<file path="src/rtl/i_scan_ctrl_if.sv">
// Output stream of the raster-scan controller: one pixel coordinate and
// address per valid/ready handshake.
interface i_scan_ctrl_if #(
    parameter int ADDR_W = 32,
    parameter int DIM_W  = 13
);
    logic              out_valid;
    logic              out_ready;
    logic [DIM_W-1:0]  pix_col;
    logic [DIM_W-1:0]  pix_row;
    logic [ADDR_W-1:0] pix_addr;
    logic              eol;
    logic              eof;

    modport master (
        output out_valid,
        output pix_col,
        output pix_row,
        output pix_addr,
        output eol,
        output eof,
        input  out_ready
    );

    modport slave (
        input  out_valid,
        input  pix_col,
        input  pix_row,
        input  pix_addr,
        input  eol,
        input  eof,
        output out_ready
    );
endinterface

</file>
<file path="src/rtl/i_scan_ctrl.sv">
// Raster-scan controller: walks col/row over one frame and presents each
// pixel's coordinate and address; all outputs come straight from flops.
module i_scan_ctrl #(
    parameter int ADDR_W = 32,
    parameter int DIM_W  = 13
) (
    input  logic              clk,
    input  logic              clear,
    input  logic              start,
    input  logic              abort,
    input  logic [DIM_W-1:0]  img_width,
    input  logic [DIM_W-1:0]  img_height,
    input  logic [ADDR_W-1:0] base_addr,
    i_scan_ctrl_if.master     out_if,
    output logic              busy,
    output logic              frame_done,
    output logic              cfg_err
);
    localparam int LB_W = 2 * DIM_W;

    typedef enum logic [1:0] {
        ST_IDLE = 2'd0,
        ST_SCAN = 2'd1,
        ST_DONE = 2'd2
    } state_t;

    state_t            r_state, w_state;
    logic [DIM_W-1:0]  r_col, w_col;
    logic [DIM_W-1:0]  r_row, w_row;
    logic [LB_W-1:0]   r_line_base, w_line_base;
    logic [DIM_W-1:0]  r_width, w_width;
    logic [DIM_W-1:0]  r_height, w_height;
    logic [ADDR_W-1:0] r_base, w_base;
    logic              r_valid, w_valid;
    logic              r_eol, w_eol;
    logic              r_eof, w_eof;
    logic [ADDR_W-1:0] r_addr, w_addr;
    logic              r_busy, w_busy;
    logic              r_frame_done, w_frame_done;
    logic              r_cfg_err, w_cfg_err;
    logic              w_hs;
    logic              w_last_col;
    logic              w_last_row;

    // State and registered outputs; clear wins over everything
    always_ff @(posedge clk) begin
        if (clear) begin
            r_state      <= ST_IDLE;
            r_col        <= {DIM_W{1'b0}};
            r_row        <= {DIM_W{1'b0}};
            r_line_base  <= {LB_W{1'b0}};
            r_width      <= {DIM_W{1'b0}};
            r_height     <= {DIM_W{1'b0}};
            r_base       <= {ADDR_W{1'b0}};
            r_valid      <= 1'b0;
            r_eol        <= 1'b0;
            r_eof        <= 1'b0;
            r_addr       <= {ADDR_W{1'b0}};
            r_busy       <= 1'b0;
            r_frame_done <= 1'b0;
            r_cfg_err    <= 1'b0;
        end else begin
            r_state      <= w_state;
            r_col        <= w_col;
            r_row        <= w_row;
            r_line_base  <= w_line_base;
            r_width      <= w_width;
            r_height     <= w_height;
            r_base       <= w_base;
            r_valid      <= w_valid;
            r_eol        <= w_eol;
            r_eof        <= w_eof;
            r_addr       <= w_addr;
            r_busy       <= w_busy;
            r_frame_done <= w_frame_done;
            r_cfg_err    <= w_cfg_err;
        end
    end

    // Next-state logic; outputs are derived from the next-state values so they register cleanly
    always_comb begin
        w_state     = r_state;
        w_col       = r_col;
        w_row       = r_row;
        w_line_base = r_line_base;
        w_width     = r_width;
        w_height    = r_height;
        w_base      = r_base;
        w_cfg_err   = 1'b0;
        w_hs        = r_valid & out_if.out_ready;
        w_last_col  = (r_col == (r_width - DIM_W'(1)));
        w_last_row  = (r_row == (r_height - DIM_W'(1)));

        case (r_state)
            ST_IDLE: begin
                if (start) begin
                    if ((img_width != {DIM_W{1'b0}}) && (img_height != {DIM_W{1'b0}})) begin
                        w_state     = ST_SCAN;
                        w_width     = img_width;
                        w_height    = img_height;
                        w_base      = base_addr;
                        w_col       = {DIM_W{1'b0}};
                        w_row       = {DIM_W{1'b0}};
                        w_line_base = {LB_W{1'b0}};
                    end else begin
                        w_cfg_err = 1'b1;
                    end
                end else begin
                    w_state = ST_IDLE;
                end
            end
            ST_SCAN: begin
                if (abort) begin
                    w_state     = ST_IDLE;
                    w_col       = {DIM_W{1'b0}};
                    w_row       = {DIM_W{1'b0}};
                    w_line_base = {LB_W{1'b0}};
                end else if (w_hs) begin
                    if (!w_last_col) begin
                        w_col = r_col + DIM_W'(1);
                    end else if (!w_last_row) begin
                        w_col       = {DIM_W{1'b0}};
                        w_row       = r_row + DIM_W'(1);
                        w_line_base = r_line_base + {{DIM_W{1'b0}}, r_width};
                    end else begin
                        w_state     = ST_DONE;
                        w_col       = {DIM_W{1'b0}};
                        w_row       = {DIM_W{1'b0}};
                        w_line_base = {LB_W{1'b0}};
                    end
                end else begin
                    w_state = ST_SCAN;
                end
            end
            ST_DONE: begin
                w_state = ST_IDLE;
            end
            default: begin
                w_state     = ST_IDLE;
                w_col       = {DIM_W{1'b0}};
                w_row       = {DIM_W{1'b0}};
                w_line_base = {LB_W{1'b0}};
            end
        endcase

        w_valid      = (w_state == ST_SCAN);
        w_eol        = w_valid && (w_col == (w_width - DIM_W'(1)));
        w_eof        = w_eol && (w_row == (w_height - DIM_W'(1)));
        w_addr       = w_valid ? (w_base + ADDR_W'(w_line_base) + ADDR_W'(w_col)) : {ADDR_W{1'b0}};
        w_busy       = (w_state != ST_IDLE);
        w_frame_done = (w_state == ST_DONE);
    end

    assign out_if.out_valid = r_valid;
    assign out_if.pix_col   = r_col;
    assign out_if.pix_row   = r_row;
    assign out_if.pix_addr  = r_addr;
    assign out_if.eol       = r_eol;
    assign out_if.eof       = r_eof;
    assign busy             = r_busy;
    assign frame_done       = r_frame_done;
    assign cfg_err          = r_cfg_err;
endmodule

</file>
<file path="src/flat_wrapper.sv">
// flat-port wrapper written by rule: the top's interface ports become plain ports
module i_scan_ctrl_flat 
#(
    parameter int ADDR_W = 32,
    parameter int DIM_W  = 13
)
  (clk, clear, start, abort, img_width, img_height, base_addr, busy, frame_done, cfg_err, out_if_out_valid, out_if_pix_col, out_if_pix_row, out_if_pix_addr, out_if_eol, out_if_eof, out_if_out_ready);
  i_scan_ctrl_if #(.ADDR_W(ADDR_W), .DIM_W(DIM_W)) out_if_i ();
  input  logic clk;
  input  logic clear;
  input  logic start;
  input  logic abort;
  input  logic [DIM_W-1:0] img_width;
  input  logic [DIM_W-1:0] img_height;
  input  logic [ADDR_W-1:0] base_addr;
  output logic busy;
  output logic frame_done;
  output logic cfg_err;
  output wire logic [$bits(out_if_i.out_valid)-1:0] out_if_out_valid;
  output wire logic [$bits(out_if_i.pix_col)-1:0] out_if_pix_col;
  output wire logic [$bits(out_if_i.pix_row)-1:0] out_if_pix_row;
  output wire logic [$bits(out_if_i.pix_addr)-1:0] out_if_pix_addr;
  output wire logic [$bits(out_if_i.eol)-1:0] out_if_eol;
  output wire logic [$bits(out_if_i.eof)-1:0] out_if_eof;
  input wire logic [$bits(out_if_i.out_ready)-1:0] out_if_out_ready;
  assign out_if_out_valid = out_if_i.out_valid;
  assign out_if_pix_col = out_if_i.pix_col;
  assign out_if_pix_row = out_if_i.pix_row;
  assign out_if_pix_addr = out_if_i.pix_addr;
  assign out_if_eol = out_if_i.eol;
  assign out_if_eof = out_if_i.eof;
  assign out_if_i.out_ready = out_if_out_ready;
  i_scan_ctrl #(.ADDR_W(ADDR_W), .DIM_W(DIM_W)) u_core (.clk(clk), .clear(clear), .start(start), .abort(abort), .img_width(img_width), .img_height(img_height), .base_addr(base_addr), .out_if(out_if_i), .busy(busy), .frame_done(frame_done), .cfg_err(cfg_err));
endmodule
</file>
<file path="config.mk">
export PLATFORM = sky130hd
export DESIGN_NAME = i_scan_ctrl_flat
export DESIGN_NICKNAME = d
export VERILOG_FILES = /design/src/rtl/i_scan_ctrl_if.sv /design/src/rtl/i_scan_ctrl.sv /design/src/flat_wrapper.sv
export SDC_FILE = /design/constraint.sdc
export NUM_CORES = 1
export LEC_CHECK = 0
export ABC_AREA = 1
export ABC_CLOCK_PERIOD_IN_PS = 4500
export CAP_MARGIN = 0
export CORE_MARGIN = 1.5
export CORE_UTILIZATION = 35
export CTS_CLUSTER_SIZE = 40
export DETAILED_ROUTE_END_ITERATION = 12
export MAX_ROUTING_LAYER = met4
export PLACE_DENSITY_LB_ADDON = 0.08
export SYNTH_ARGS = -nofsm -noshare
export SYNTH_HDL_FRONTEND = slang
export SYNTH_SLANG_ARGS = --single-unit
</file>
<file path="constraint.sdc">
create_clock -name clk -period 4.5 [get_ports clk]
set_clock_uncertainty 0.1 [all_clocks]
set_input_delay 0.45 -clock clk [delete_from_list [all_inputs] [get_ports clk]]
set_output_delay 0.45 -clock clk [all_outputs]
set_load 0.02 [all_outputs]
</file>
After elaboration in Yosys (flattened, before gate mapping)
Cells that the tools add are included.

Flip-flop bits (word level): 150. Input port bits: 63. Output and inout bits: 64. Word-level logic and storage cells: 81.

$add $sub $neg: 9. Equality and inequality tests: 8. Multiplexer cells: 37. Bitwise operators: 4. Reductions and logical operators: 9.

Operators by type and width (number): $mux W13 (17); $mux W26 (6); $mux W32 (3); $pmux W13 S3 (2); $pmux W26 S3 (1); $eq A13 B13 Y1 (4); $sub A13 B1 Y13 const B (4); $add A32 B13 Y32 (1); $add A32 B26 Y32 (1); $add A13 B1 Y13 const B (2); $add A26 B13 Y26 (1); $reduce_bool A13 Y1 (2); $mux W2 (6); $eq A2 B1 Y1 const B (2); $eq A2 B2 Y1 const B (2); $pmux W2 S2 (1); $logic_and A1 B1 Y1 (3); $not A1 Y1 (3); $reduce_or A3 Y1 (1); $logic_not A2 Y1 (1); $reduce_bool A2 Y1 (1); $reduce_or A2 Y1 (1); $and A1 B1 Y1 (1); $mux W1 (1).

Longest topological paths before layout
Gate-level depths: netlist (run 1).

Word-level depth: 10. Depth in mapped cells: 38. Mapped depth without buffers: 38.

Worst setup path after synthesis (run 1)
Ideal clock, no wire load.

Kind: reg-to-reg. Start: reg u_core.r_width[1]. End: reg u_core.r_addr[24] (netlist: u_core.out_if.pix_addr[24]). Setup time: 0.113 ns. Arrival: 4.716 ns. Data required time: 4.287 ns. Path slack: -0.429 ns. Stages on the path, launching flop included: 31. Buffers on the path: 1. Cell sequence: dfxtp_1 -> inv_1 -> ha_1 -> nand3_4 -> o21ai_0 -> nand2_1 -> nand2_1 -> nand2_1 -> nand3_2 -> nor2_4 -> nand2_4 -> nand2_4 -> nand2_1 -> clkbuf_1 -> a32o_1 -> inv_1 -> fa_1 -> inv_1 -> ha_1 -> a21oi_1 -> nand2_1 -> a21boi_0 -> o21ai_0 -> a21boi_0 -> o21ai_0 -> a21boi_0 -> o211ai_1 -> nand2_1 -> o211ai_1 -> nor2_1 -> nor2_1.

Cells in the longest elaborated chain, start to end: 9.

RTL lines: start, declared (RTL line i_scan_ctrl.sv:31) `logic [DIM_W-1:0] r_width, w_width;`; start signal, assigned (RTL line i_scan_ctrl.sv:52) `r_width <= {DIM_W{1'b0}};`; start signal, assigned (RTL line i_scan_ctrl.sv:67) `r_width <= w_width;`; parallel branches: the longest is 9 deep, another holds $add A32 B26 Y32; end signal, assigned (RTL line i_scan_ctrl.sv:58) `r_addr <= {ADDR_W{1'b0}};`; end signal, assigned (RTL line i_scan_ctrl.sv:73) `r_addr <= w_addr;`; end, declared (RTL line i_scan_ctrl.sv:37) `logic [ADDR_W-1:0] r_addr, w_addr;`.

Parallel ways; which one is timed is not known. A chain may end at the register's enable or synchronous reset.

Final worst setup path (run 1)
Start: reg u_core.r_width[0]. End: reg u_core.r_addr[19] (netlist: u_core.out_if.pix_addr[19]).

RTL lines: $sub A13 B1 Y13 / $add A26 B13 Y26 (equally long branches) (RTL line i_scan_ctrl.sv:91, i_scan_ctrl.sv:124); $eq A13 B13 Y1 / $mux W26 (equally long branches) (RTL line i_scan_ctrl.sv:91, i_scan_ctrl.sv:121); $mux W26 (*) (RTL line i_scan_ctrl.sv:119) `if (!w_last_col) begin`; $mux W26 (*) (RTL line i_scan_ctrl.sv:118) `end else if (w_hs) begin`; $mux W26 (*) (RTL line i_scan_ctrl.sv:113) `if (abort) begin`; $pmux W26 S3 (*) (RTL line i_scan_ctrl.sv:94) `case (r_state)`; via u_core.w_line_base[2] (RTL line i_scan_ctrl.sv:30) `logic [LB_W-1:0] r_line_base, w_line_base;`; $add A32 B26 Y32 (*) (RTL line i_scan_ctrl.sv:149) `w_addr = w_valid ? (w_base + ADDR_W'(w_line_base) + ADDR_W'(w_col)) : {ADDR_W{1'b0}};`; $add A32 B13 Y32 (*) (RTL line i_scan_ctrl.sv:149).

Mark *: on every way through the listed nets, which the timed path passes. The rest lies on a longest branch.

==> results of run 1 <==
## cells by family (layout without fill, tap and decap cells)
family | Yosys count | after routing | share of synthesized area, %
compound gates | 278 | 278 | 13.6
xor+xnor | 71 | 71 | 5.40
fa+ha+maj | 73 | 73 | 8.91
buf+inv | 289 | 796 | 9.87
flops | 150 | 150 | 26.1
mux | 13 | 13 | 1.13
simple gates | 907 | 907 | 35.0
## sequential cells by signal, indices dropped and copies added, names as in the netlist
register                 count
u_core.frame_done            1
u_core.r_state               2
u_core.out_if.pix_col       13
u_core.r_height             13
u_core.out_if.eol            1
u_core.out_if.pix_row       13
u_core.out_if.eof            1
u_core.busy                  1
u_core.out_if.pix_addr      32
u_core.cfg_err               1
u_core.r_base               32
u_core.r_line_base          26
u_core.r_width              13
u_core.out_if.out_valid      1
## stage by stage
step | cells | util, % | setup slack (ns) | total power [uW]
after CTS | 2717 | 52.1 | -0.182 | 4130
after floorplan | 1781 | - | 0.00457 | 2130
after global routing | 2730 | 54.1 | -0.526 | 4390
final | 2730 | 54.1 | -0.266 | 4160
after detailed placement | 2666 | 49.0 | -0.522 | 2660
after global placement | 2666 | 49.0 | -0.449 | 2650
## power by group through the flow
stage,clock network (uW),logic [uW],registers [uW]
global placement,0,1200,1450
CTS,1460,1240,1430
floorplan,0,660,1470
finish,1430,1300,1430
global route,1510,1440,1430
detailed placement,0,1200,1450
## area by class of cell
cell class | instances | area share [%]
clock inverters | 15 | 0.770
flip-flops and latches | 150 | 17.2
well taps | 442 | 3.15
inverters | 246 | 5.36
multi-input cells | 1342 | 46.7
clock buffers | 17 | 2.42
repair buffers | 518 | 24.4
## worst paths after layout
kind	from	end
setup reg to reg	u_core.r_width[0]	u_core.out_if.pix_addr[19]
setup / recovery	u_core.r_width[0]	u_core.out_if.pix_addr[19]
hold / removal	u_core.r_line_base[9]	u_core.r_line_base[9]
hold reg to reg	u_core.r_line_base[9]	u_core.r_line_base[9]
## placed cells by master, fill, tap and decap left out, types with 17 or more instances in the layout
master / instances
a21oi_2: 19
nand4_1: 34
clkbuf_16: 17
or2_2: 29
xnor2_1: 19
clkdlybuf4s50_1: 125
nor2_1: 194
o21ai_2: 17
nor2_2: 21
xor2_1: 47
a211oi_1: 17
ha_4: 20
nand3_1: 80
dfxtp_1: 144
o21ai_1: 21
a21oi_1: 96
nand2_4: 18
buf_4: 377
nand2_2: 28
inv_1: 220
nor3_1: 18
nand2_1: 423
ha_1: 37
o21ai_0: 62
## worst max-delay path: cells and delay by family, from the launching register on
family | cells | cell delay, ns
adder cells (fa/ha/maj) | 3 | 1.05
AO/OA/AOI/OAI | 7 | 0.75
flip-flops | 1 | 0.36
buffers and inverters | 5 | 0.63
AND/OR/NAND/NOR | 20 | 1.80
## metal layers
layer / GRT usage (%) / up-vias / wire length [um]
li1: - / 6724 / -
met1: 34.1 / 5893 / 19600
met2: 39.4 / 312 / 18300
met3: 2.63 / 41 / 1970
met4: 6.95 / 0 / 811
met5: - / - / 0
## repair_timing
item | 4_1_cts | 5_1_grt
setup endpoints to repair | 22 | 23
pin swaps | 46 | 76
setup buffers | 19 | 16
resized for setup | 103 | 116
hold buffers | 0 | 0
==> results_dict.tcl, run 1 <==
set metrics [dict create \
    gp_congestion 0.927 \
    fin_hold_ws_ns 0.404 \
    ant_nets 0 \
    coreArea_mm2 0.0325 \
    holdPathStages 2 \
    antenna_found_initial 0 \
    power_switching_uw 1450 \
    die_w_um 184 \
    ys_ff_latch 150 \
    period_share_pct 106 \
    maxCapViolCount 0 \
    cts-root-buf "clkbuf_16" \
    violations "setup timing" \
    worst_path_max_delay_cell "fa_2" \
    die_height_um 184 \
    synth_common_cells "454 x nand2_1, 236 x inv_1, 207 x nor2_1" \
    portBuffers 126 \
    cp-end-kind "register" \
    postPlaceCellArea_mm2 0.0159 \
    grt_pass1_wl_um 64600 \
    async_flop_share_pct 0 \
    synth_top_area_share_pct 26.1 \
    critPathArrivalTime_ns 5.06 \
    synth_ff_type "dfxtp_1" \
    rsz0062_at_grt "true" \
    r2r_slack_ns -0.27 \
    nNetsFinal 2411 \
    period_needed_ns 4.77 \
    cts_tree "done" \
    syn-instance-count 1781 \
    multi_input_area_mm2 0.00820 \
    grt_max_degree 69 \
    grtUsageTotal_pct 25.1 \
    area_growth_pct 52.3 \
    path_clk_slew_ns 0.08 \
    drv_slew 0 \
    finish.instance_area_mm2 0.0175 \
    path_class "register to register" \
    die-area_mm2 0.0340 \
    startpoint_type "register" \
    slew_headroom_pct 40.9 \
    diodes 0 \
    power_density_mw_per_mm2 237 \
    p_sw_share_pct 34.9 \
    post-dp-hpwl_um 32100 \
    outcome "finished with violations" \
    vias 12970 \
    synth.most_common_cell "nand2_1" \
    setup-tns-final_ns -2.62 \
    syn_nets 1917 \
    syn_area_per_cell_um2 6.47 \
    hp-class "register to register" \
    grt_pass1_vias 12428 \
    regArea_mm2 0.00301 \
    overflow 0 \
    synth_top_cell_by_area "dfxtp_1" \
    cts-buffers-inserted 17 \
    p_leak_uw 0.00850 \
    syn_area_mm2 0.0115 \
    yosys_warnings 0 \
    fillCellCount 3206 \
    cpPeakStageDelay_ns 0.49 \
    drt_iter0_markers 672 \
    reg2regPathDepth 35 \
    ir_worst_vdd_uv 233 \
    worstPathRequired_ns 4.79 \
    clk-insertion-delay-late_ns 0.45 \
    drc 0 \
    vias_per_cell 4.75 \
    fp-row-count 66 \
    synthTopCellsByArea "dfxtp_1 26%, nand2_1 15%, inv_1 7.7%, nor2_1 6.7%, ha_1 6.3%" \
    ys_types 54 \
    setup_viol 19 \
    seqPwrFrac_pct 34.3 \
    htreeDepth 4 \
    comb_power_share_pct 31.4 \
    initial_core_util_pct 35.5 \
    wl_per_cell_um 14.9 \
    setup_slack_ns -0.266 \
    first_pass_iters 5 \
    fmax_mhz 210 \
    pin_count 127 \
    tightest_slew_ns 0.885 \
    hold_viol_final 0 \
    drive_above_1_share_pct 29.1 \
    synth-edff-count 0 \
    synth-seq-area-share_pct 26.1 \
    wirelength_um 40700 \
    crit_fanout 8 \
    p_int_uw 2710 \
    max-clock-path-buffers 2 \
    clkPwrFrac_pct 34.4 \
    cts_sinks 150 \
]
Power figures use the tool's default switching activity.
==> inputs of run 2 (changes only) <==
--- a/config.mk
+++ b/config.mk
@@ -6,7 +6,6 @@
 export NUM_CORES = 1
 export LEC_CHECK = 0
 export ABC_AREA = 1
-export ABC_CLOCK_PERIOD_IN_PS = 4500
 export CAP_MARGIN = 0
 export CORE_MARGIN = 1.5
 export CORE_UTILIZATION = 35
==> results of run 2 <==
The final DEF is identical to that of run 1; final timing and power are the same.
